===== src/rtl/ctrl_pkg.sv =====
// ctrl_pkg: shared definitions for the multi-cycle controller.
//   - opcode codes (bits [3:0] of the instruction opcode field)
//   - FSM state encoding (3-bit; the IRQ code is used only when CTRL_IRQ_EN is defined)
//   - ALU mode encodings and the opcode -> mode helper
package ctrl_pkg;

  localparam logic [3:0] OP_NOP   = 4'd0;
  localparam logic [3:0] OP_ADD   = 4'd1;
  localparam logic [3:0] OP_SUB   = 4'd2;
  localparam logic [3:0] OP_AND   = 4'd3;
  localparam logic [3:0] OP_OR    = 4'd4;
  localparam logic [3:0] OP_LOAD  = 4'd5;
  localparam logic [3:0] OP_STORE = 4'd6;
  localparam logic [3:0] OP_JMP   = 4'd7;
  localparam logic [3:0] OP_BEQZ  = 4'd8;
  localparam logic [3:0] OP_HLT   = 4'd15;

  typedef enum logic [2:0] {
    S_IDLE   = 3'd0,
    S_FETCH  = 3'd1,
    S_DECODE = 3'd2,
    S_EXEC   = 3'd3,
    S_MEM    = 3'd4,
    S_WB     = 3'd5,
    S_HALT   = 3'd6,
    S_IRQ    = 3'd7
  } state_t;

  localparam logic [1:0] MODE_ADD = 2'd0;
  localparam logic [1:0] MODE_SUB = 2'd1;
  localparam logic [1:0] MODE_AND = 2'd2;
  localparam logic [1:0] MODE_OR  = 2'd3;

  // ALU mode for a register-register opcode; anything else adds
  // (LOAD/STORE use ADD to form the address).
  function automatic logic [1:0] alu_mode(input logic [3:0] op);
    case (op)
      OP_SUB:  alu_mode = MODE_SUB;
      OP_AND:  alu_mode = MODE_AND;
      OP_OR:   alu_mode = MODE_OR;
      default: alu_mode = MODE_ADD;
    endcase
  endfunction

endpackage


===== src/rtl/ctrl_decode.sv =====
// ctrl_decode: combinational opcode classifier.
// Ports:
//   op          in  OPW  opcode to classify
//   is_alu      out 1    ADD/SUB/AND/OR
//   is_ld       out 1    LOAD
//   is_st       out 1    STORE
//   is_jmp      out 1    JMP
//   is_beqz     out 1    BEQZ
//   is_halt     out 1    HLT
//   is_illegal  out 1    undefined code or any nonzero bit above [3:0]
// NOP decodes with every flag low.
module ctrl_decode
  import ctrl_pkg::*;
#(
  parameter int OPW = 4
) (
  input  logic [OPW-1:0] op,
  output logic           is_alu,
  output logic           is_ld,
  output logic           is_st,
  output logic           is_jmp,
  output logic           is_beqz,
  output logic           is_halt,
  output logic           is_illegal
);

  logic       hi_set;
  logic [3:0] lo;

  generate
    if (OPW > 4) begin : g_hi
      assign hi_set = |op[OPW-1:4];
    end else begin : g_nohi
      assign hi_set = 1'b0;
    end
  endgenerate

  assign lo = op[3:0];

  always_comb begin
    is_alu     = 1'b0;
    is_ld      = 1'b0;
    is_st      = 1'b0;
    is_jmp     = 1'b0;
    is_beqz    = 1'b0;
    is_halt    = 1'b0;
    is_illegal = 1'b0;
    if (hi_set) begin
      is_illegal = 1'b1;
    end else begin
      case (lo)
        OP_NOP:                        ;
        OP_ADD, OP_SUB, OP_AND, OP_OR: is_alu  = 1'b1;
        OP_LOAD:                       is_ld   = 1'b1;
        OP_STORE:                      is_st   = 1'b1;
        OP_JMP:                        is_jmp  = 1'b1;
        OP_BEQZ:                       is_beqz = 1'b1;
        OP_HLT:                        is_halt = 1'b1;
        default:                       is_illegal = 1'b1;
      endcase
    end
  end

endmodule


===== src/rtl/controller_mc.sv =====
// controller_mc: multi-cycle CPU controller (FETCH/DECODE/EXEC/MEM/WB)
// with memory-ready wait states, branch-on-zero, halt and illegal-opcode flag.
// Optional feature macro: CTRL_IRQ_EN (adds irq/irq_ack and a one-cycle IRQ state).
// Ports:
//   clk, rst                 clock (rising edge), synchronous active-high reset
//   en                       run enable, sampled only at instruction boundaries
//   opcode [OPW]             opcode from IR, sampled in DECODE
//   zero                     ALU zero flag (BEQZ)
//   mem_ready                memory access completes this cycle
//   loadA/B/C/IR/PC, incPC   datapath register strobes
//   mode [MODEW]             ALU op (0 ADD, 1 SUB, 2 AND, 3 OR)
//   we_DM                    data memory write enable
//   selA, selB               A source (1 = memory), ALU B source (1 = immediate)
//   halted, illegal          in HALT / undefined opcode seen in DECODE
//   irq, irq_ack             interrupt request/acknowledge (CTRL_IRQ_EN only)
module controller_mc
  import ctrl_pkg::*;
#(
  parameter int OPW   = 4,
  parameter int MODEW = 2
) (
  input  logic             clk,
  input  logic             rst,
  input  logic             en,
  input  logic [OPW-1:0]   opcode,
  input  logic             zero,
  input  logic             mem_ready,
`ifdef CTRL_IRQ_EN
  input  logic             irq,
  output logic             irq_ack,
`endif
  output logic             loadA,
  output logic             loadB,
  output logic             loadC,
  output logic             loadIR,
  output logic             loadPC,
  output logic             incPC,
  output logic [MODEW-1:0] mode,
  output logic             we_DM,
  output logic             selA,
  output logic             selB,
  output logic             halted,
  output logic             illegal
);

  state_t         state, nxt, boundary;
  logic [OPW-1:0] op_q;
  logic [OPW-1:0] dec_op;
  logic is_alu, is_ld, is_st, is_jmp, is_beqz, is_halt, is_illegal;

  // DECODE classifies the live opcode; later states use the latched copy.
  assign dec_op = (state == S_DECODE) ? opcode : op_q;

  ctrl_decode #(.OPW(OPW)) u_decode (
    .op         (dec_op),
    .is_alu     (is_alu),
    .is_ld      (is_ld),
    .is_st      (is_st),
    .is_jmp     (is_jmp),
    .is_beqz    (is_beqz),
    .is_halt    (is_halt),
    .is_illegal (is_illegal)
  );

  // Where an instruction goes once it is finished.
  always_comb begin
    boundary = en ? S_FETCH : S_IDLE;
`ifdef CTRL_IRQ_EN
    if (en && irq) boundary = S_IRQ;
`endif
  end

  always_comb begin
    nxt = state;
    case (state)
      S_IDLE:   nxt = en ? S_FETCH : S_IDLE;
      S_FETCH:  nxt = mem_ready ? S_DECODE : S_FETCH;
      S_DECODE: begin
        if (is_halt)                                    nxt = S_HALT;
        else if (is_alu || is_ld || is_st || is_jmp || is_beqz) nxt = S_EXEC;
        else                                            nxt = boundary;
      end
      S_EXEC: begin
        if (is_alu)              nxt = S_WB;
        else if (is_ld || is_st) nxt = S_MEM;
        else                     nxt = boundary;
      end
      S_MEM:    if (mem_ready) nxt = is_ld ? S_WB : boundary;
      S_WB:     nxt = boundary;
      S_HALT:   nxt = S_HALT;
`ifdef CTRL_IRQ_EN
      S_IRQ:    nxt = S_FETCH;
`endif
      default:  nxt = S_IDLE;
    endcase
  end

  always_ff @(posedge clk) begin
    if (rst) begin
      state <= S_IDLE;
      op_q  <= '0;
    end else begin
      state <= nxt;
      if (state == S_DECODE) op_q <= opcode;
    end
  end

  // Strobes are decoded from the current state; rst gates them all so an
  // abandoned instruction emits nothing while reset is held.
  always_comb begin
    loadA   = 1'b0;
    loadB   = 1'b0;
    loadC   = 1'b0;
    loadIR  = 1'b0;
    loadPC  = 1'b0;
    incPC   = 1'b0;
    mode    = '0;
    we_DM   = 1'b0;
    selA    = 1'b0;
    selB    = 1'b0;
    halted  = 1'b0;
    illegal = 1'b0;
`ifdef CTRL_IRQ_EN
    irq_ack = 1'b0;
`endif
    if (!rst) begin
      case (state)
        S_FETCH: begin
          loadIR = mem_ready;
          incPC  = mem_ready;
        end
        S_DECODE: begin
          loadA   = 1'b1;
          loadB   = 1'b1;
          illegal = is_illegal;
        end
        S_EXEC: begin
          if (is_alu) begin
            mode  = MODEW'(alu_mode(op_q[3:0]));
            loadC = 1'b1;
          end else if (is_ld || is_st) begin
            mode  = MODEW'(MODE_ADD);
            selB  = 1'b1;
            loadC = 1'b1;
          end else if (is_jmp) begin
            loadPC = 1'b1;
          end else if (is_beqz) begin
            loadPC = zero;
          end
        end
        S_MEM:  we_DM = is_st;
        S_WB: begin
          loadA = 1'b1;
          selA  = is_ld;
        end
        S_HALT: halted = 1'b1;
`ifdef CTRL_IRQ_EN
        S_IRQ: begin
          irq_ack = 1'b1;
          loadPC  = 1'b1;
        end
`endif
        default: ;
      endcase
    end
  end

endmodule


===== config.mk =====
export PLATFORM = sky130hd
export DESIGN_NAME = controller_mc
export DESIGN_NICKNAME = d
export VERILOG_FILES = /design/src/rtl/ctrl_pkg.sv /design/src/rtl/ctrl_decode.sv /design/src/rtl/controller_mc.sv
export SDC_FILE = /design/constraint.sdc
export NUM_CORES = 1
export LEC_CHECK = 0
export ABC_CLOCK_PERIOD_IN_PS = 2300
export CORE_MARGIN = 2
export CORE_UTILIZATION = 47
export CTS_CLUSTER_SIZE = 25
export DETAILED_ROUTE_END_ITERATION = 10
export PLACE_DENSITY = 0.76
export SYNTH_ARGS = -nofsm -noshare
export SYNTH_HDL_FRONTEND = slang
export SYNTH_SLANG_ARGS = --single-unit

===== constraint.sdc =====
create_clock -name clk -period 2.3 [get_ports clk]
set_clock_uncertainty 0.15 [all_clocks]
set_input_delay 0.46 -clock clk [delete_from_list [all_inputs] [get_ports clk]]
set_output_delay 0.46 -clock clk [all_outputs]
set_load 0.01 [all_outputs]

==> impl_metrics.toml, run 1 <==
[layout]
diodes = 0
num-nets-final = 166
layout.filler_cells = 123
syn2layout_area_growth_pct = 59.5
layout-drive-gt1-share = 0.397
instances_no_fill = 173

[grt]
antenna_found_initial = 0
grt_max_degree = 16
first_pass_grt_wire_length_mm = 4.14
grt_overflow_total = 0
globalRouteTotalUtil = 0.275
via_count_of_the_first_global_routing_pass = 906

[synth]
ys_types = 45
synth.area.top_cells = "dfxtp_1 17%, nor2_1 5.9%, a21oi_1 4.8%"
post_synth_edffs = 0
synth-seq-cells = 7
yosys.area.top_type_share = 0.169
ys_seq_area_frac = 0.169
synth_common_cells = "13 x nor2_1, 10 x nand2_1, 8 x a21oi_1"
synthesis.instances = 111
synth.net_count = 120
syn-mean-instance-area_sq_um = 7.46
yosys.area.top_type = "dfxtp_1"
synthesis.area_sq_um = 828
synth-main-ff-cell = "dfxtp_1"
synthMostInstantiatedCell = "nor2_1"
synth_async_sr_flop_share = 0
synth.yosys.warnings = 0

[drt]
detail_route.first_pass.iterations = 4
avgViaCountPerCell = 5.88
violation_count_after_the_first_detailed_routing_iteration = 37
post_drt_wl_per_cell_microns = 16.2
postRouteAntennaNets = 0
route.vias.total = 1017
routed_wire_length_mm = 2.80
drt_drc_violations_left = 0

[power_and_ir_drop]
p_comb_frac = 0.401
clock_power_share = 0.278
switching_share = 0.322
powerDensity_nw_per_um2 = 315
cellLeakagePower_nw = 0.595
ir_worst_vdd_mv = 0.201
share_seq_of_total_power = 0.321
p_int_uw = 283
switching_power_uw = 134

[worst_setup_path]
rrSetupSlack_ns = 0.38
critical_path.endpoint = "loadPC"
worst_ep_arrival_time_ns = 1.79
worstPathMaxFanout = 7
setup.worst_path.class = "register to primary output"
ff2ff_path_depth = 5
critPathLaunch = "op_q[2]"
cp-end-kind = "primary output"
critical_path.startpoint_type = "register"
critical_path_required_ns = 1.69
critical_path.reg2reg.startpoint = "op_q[2]"
r2r_end = "state[2]"

[floorplanning]
starting_density_of_the_core = 0.490
rows = 15
die_w_microns = 46.0
core_region_area_sq_um = 1690
pin_count = 22
design.die.area_sq_um = 2110
fp.dieH_microns = 46.0

[cts]
tritoncts.num_buffers = 3
tritoncts = "yes"
cts_sinks = 7
cts-root-to-sink-buffers = 2
holdBufCountCts = 0
clock_insertion_delay_worst_skew_ns = 0.26
post_cts_clock_slew_at_the_launch_and_capture_registers_of_the_worst_setup_and_hold_paths_ns = 0.05
clock-root-buffer = "clkbuf_4"
htreeDepth = 1

[timing]
timing_max_transition_violations_final = 0
worst-slew-pin-transition_ns = 0.619
fin_crit_sh = 1.04
finalWorstPathRequiredPeriod_ns = 2.40
timing.final.ws_setup_ns = -0.0991
timing.hold.ws_ns = 0.427
max-slew-margin-rel = 0.584
setup-tns-final_ns = -0.181
setup_viol = 4
hold_viol_final = 0
unrepaired_setup_endpoints_after_global_routing = "true"
fmaxAchievable_mhz = 417

[placement]
globalplace.congestion = 0.861
port_buffers = 21
placedCellCount = 161
dp_hpwl_mm = 1.81
dp_slack_ns = -0.465

[run]
timing.max_cap.violations = 0

[run_status]
status = "finished with violations"
failing_checks = "negative setup slack"

[worst_hold_path]
hold_class = "register to register"
==> logic make-up (layout without fill, tap and decap cells) <==
| group | Yosys count | in the layout | share of synthesized area |
|---|---|---|---|
| flops | 7 | 7 | 0.169 |
| compound gates | 26 | 26 | 0.228 |
| xor+xnor | 3 | 3 | 0.0317 |
| simple gates | 59 | 59 | 0.438 |
| buf+inv | 13 | 58 | 0.0967 |
| mux | 3 | 3 | 0.0363 |
==> repair_timing <==
item                       CTS  global route
setup endpoints to repair   13             9
pin swaps                    4             5
resized for setup           46            11
buffers inserted             5             3
cloned                       0             0
==> layer usage <==
| layer | GRT usage | wire length (microns) |
|---|---|---|
| met1 | 0.371 | 1190 |
| met2 | 0.431 | 1410 |
| met3 | 0.0397 | 153 |
| met4 | 0.114 | 48 |
| met5 | 0 | 0 |
==> placed cells by master, fill, tap and decap left out, drive strengths merged, types with 2 or more instances in the layout <==
master         count
nor2              13
nor3b              3
buf               39
and3               6
dfxtp              7
nand3b             3
a21boi             2
nand2             10
a21oi              9
o21ai              4
a32o               2
mux2i              3
clkdlybuf4s50      3
dlygate4sd2       10
a2111oi            2
nor3               7
clkbuf             4
nor2b              3
xnor2              2
and4               2
nand2b             3
==> power groups by stage <==
stage / combinational, mW / sequential (mW) / clock, mW
after global routing: 0.180 / 0.134 / 0.129
after detailed placement: 0.137 / 0.134 / 0
after CTS: 0.146 / 0.133 / 0.119
after global placement: 0.134 / 0.134 / 0
final: 0.167 / 0.134 / 0.116
after floorplan: 0.0779 / 0.134 / 0
==> sequential cells by signal, indices dropped and copies added, names as in the netlist <==
signal  cells
state       3
op_q        4
==> critical path: stages, from the launching register on <==
cell and delay (ns):
dfxtp_1 0.39, nor3_1 0.52, and3_1 0.25, o21ai_1 0.06
a21oi_1 0.15, buf_2 0.17
==> final cells by class <==
cell class,instances,area (sq um),area share
clock buffer,4,26.3,0.0199
sequential,7,143,0.108
tap,17,21.3,0.0161
multi-input combinational,91,678,0.513
timing repair buffer,54,453,0.343
==> per-stage QoR <==
step	power (mW)	util	instance area, sq um
6_report	0.417	0.782	1320
4_1_cts	0.398	0.728	1230
5_1_grt	0.442	0.782	1320
3_3_place_gp	0.269	0.691	1170
2_1_floorplan	0.212	-	828
3_5_place_dp	0.272	0.691	1170
==> worst min-delay path by stage <==
| stage | from | to | slack [ns] | cells after the start |
|---|---|---|---|---|
| floorplan | op_q[3] | op_q[3] | 0.34 | 2 |
| global placement | op_q[3] | op_q[3] | 0.39 | 2 |
| detailed placement | op_q[3] | op_q[3] | 0.39 | 2 |
| CTS | op_q[3] | op_q[3] | 0.41 | 2 |
| global route | op_q[3] | op_q[3] | 0.45 | 2 |
| finish | op_q[3] | op_q[3] | 0.43 | 2 |
Power figures use the tool's default switching activity.
==> run 2, diff against run 1 <==
ABC_CLOCK_PERIOD_IN_PS = 3100   (was 2300)
CORE_UTILIZATION = 50   (was 47)
HOLD_SLACK_MARGIN = 0.12   (was default)
PLACE_DENSITY = 0.8   (was 0.76)
clock period = 3.1 ns   (was 2.3 ns; I/O delays follow)
==> run 2 against run 1 <==
Against the previous run:
- the flow now finishes without violations
- non-clock buffer count down 22
- flip-flop and latch count unchanged
- sequential share of layout area up 1.9 points
- combinational power down 48%
- cell area down 17%
- core utilization down 5.9 points
- largest power group is now sequential cells
==> impl_metrics.toml, run 2 (same netlist as run 1, synthesis figures left out) <==
[drt]
avgViaCountPerCell = 5.80
maxUsedRoutingLayer = "met3"
post_drt_wl_per_cell_microns = 14.1
routed_wire_length_mm = 2.11
met3_length_microns = 103
route.vias.total = 870
detail_route.first_pass.iterations = 4
m1_wire_length_microns = 995
violation_count_after_the_first_detailed_routing_iteration = 30
postRouteAntennaNets = 0
drt_drc_violations_left = 0
wl_met2_mm = 1.01

[worst_setup_path]
worstPathMaxFanout = 8
rrSetupSlack_ns = 1.16
critical_path.startpoint_type = "primary input"
r2r_end = "state[0]"
ff2ff_path_depth = 6
cp-end-kind = "primary output"
setup.worst_path.class = "primary input to primary output"
critical_path_required_ns = 2.33
worst_ep_arrival_time_ns = 2.25
critical_path.reg2reg.startpoint = "state[1]"

[timing]
max-slew-margin-rel = 0.725
setup_viol = 0
finalWorstPathRequiredPeriod_ns = 3.02
hold_viol_final = 0
fin_crit_sh = 0.976
timing.hold.ws_ns = 0.381
fmaxAchievable_mhz = 331
timing_max_transition_violations_final = 0
worst-slew-pin-transition_ns = 0.409

[worst_hold_path]
whs_endpoint = "op_q[3]"
hold_depth = 2
hold_class = "register to register"
holdCritStartpoint = "op_q[3]"

[layout]
top_library_cells_by_usage_in_the_layout_fill_and_taps_aside = "17 x clkdlybuf4s50_1, 13 x nor2_1, 11 x buf_4"
top_register = "op_q"
largest_register_ff_count = 4
biggest_regs = "op_q: 4 flops, state: 3 flops"
num-nets-final = 144
diodes = 0
layout_commonest_cell = "clkdlybuf4s50_1"
layout-drive-gt1-share = 0.157
syn2layout_area_growth_pct = 33.1

[run_status]
status = "complete, no violations"

[floorplanning]
core_region_area_sq_um = 1520
rows = 14
starting_density_of_the_core = 0.544
pin_count = 22
design.die.area_sq_um = 2000
fp.dieH_microns = 44.7
die_w_microns = 44.7

[grt]
grt_max_degree = 16
via_count_of_the_first_global_routing_pass = 769
grt_overflow_total = 0
globalRouteTotalUtil = 0.233
first_pass_grt_wire_length_mm = 3.42
antenna_found_initial = 0

[placement]
dp_hpwl_mm = 1.61
globalplace.congestion = 0.869
port_buffers = 21

[cts]
htreeDepth = 1
cts_sinks = 7
clock-root-buffer = "clkbuf_4"
tritoncts = "yes"
tritoncts.num_buffers = 3
cts-root-to-sink-buffers = 2
clock_insertion_delay_worst_skew_ns = 0.24
post_cts_clock_slew_at_the_launch_and_capture_registers_of_the_worst_setup_and_hold_paths_ns = 0.05

[power_and_ir_drop]
powerDensity_nw_per_um2 = 240
cellLeakagePower_nw = 0.469
totalPowerFinal_uw = 264
ir_worst_vdd_mv = 0.196

[run]
timing.max_cap.violations = 0
## run 2: cell types whose count changed in the layout (fill, tap and decap cells not counted), moves of 3 or more
cell	change
buf_2	-5
clkdlybuf4s50_1	+14
dlymetal6s2s_1	+3
buf_4	-17
buf_6	-5
dlygate4sd2_1	-10
## run 2: worst max path at each step
stage               from      end  depth (start not counted)
2_1_floorplan  opcode[0]   loadPC                          5
3_3_place_gp         rst     selB                          5
3_5_place_dp         rst     selB                          5
4_1_cts              rst     selB                          5
5_1_grt        opcode[0]  illegal                          6
6_report       opcode[0]  illegal                          6
## run 2: power by group
group	switching, mW	total [mW]	internal, mW	leakage [nW]
Combinational	0.0428	0.0862	0.0434	0.397
Sequential	0.00524	0.0995	0.0943	0.0569
Clock	0.0298	0.0787	0.0489	0.0150
Total	0.0778	0.264	0.187	0.469
## run 2: cell type report
cell class / count / area [sq um]
Clock buffer: 4 / 26.3
Fill cell: 123 / 422
Sequential cell: 7 / 140
Multi-Input combinational cell: 91 / 613
Tap cell: 16 / 20.0
Timing Repair Buffer: 32 / 303
## run 2: critical path, cell delays in order
cell	delay (ns)
clkdlybuf4s50_1	0.47
buf_4	0.19
and3_1	0.16
nor2_1	0.12
and3_1	0.17
clkdlybuf4s50_1	0.53
## run 2: stage by stage
| step | worst slack, ns | area, sq um | setup TNS [ns] | instances | util |
|---|---|---|---|---|---|
| 4_1_cts | 0.00672 | 1090 | 0 | 150 | 0.713 |
| 3_5_place_dp | 0.0126 | 1060 | 0 | 146 | 0.696 |
| 5_1_grt | -0.00335 | 1100 | -0.00335 | 150 | 0.723 |
| 3_3_place_gp | 0.0388 | 1060 | 0 | 146 | 0.696 |
| 2_1_floorplan | 0.823 | 828 | 0 | 111 | - |
| 6_report | 0.0756 | 1100 | 0 | 150 | 0.723 |
## run 2: timing repair
action,CTS,global route
setup endpoints to repair,0,3
resized for setup,0,5
buffers inserted,0,0
hold buffers,0,0
## run 2: metal layers
layer | up-vias | track usage
li1 | 449 | -
met1 | 401 | 0.316
met2 | 20 | 0.359
met3 | 0 | 0.0280
met4 | 0 | 0.121
met5 | - | 0
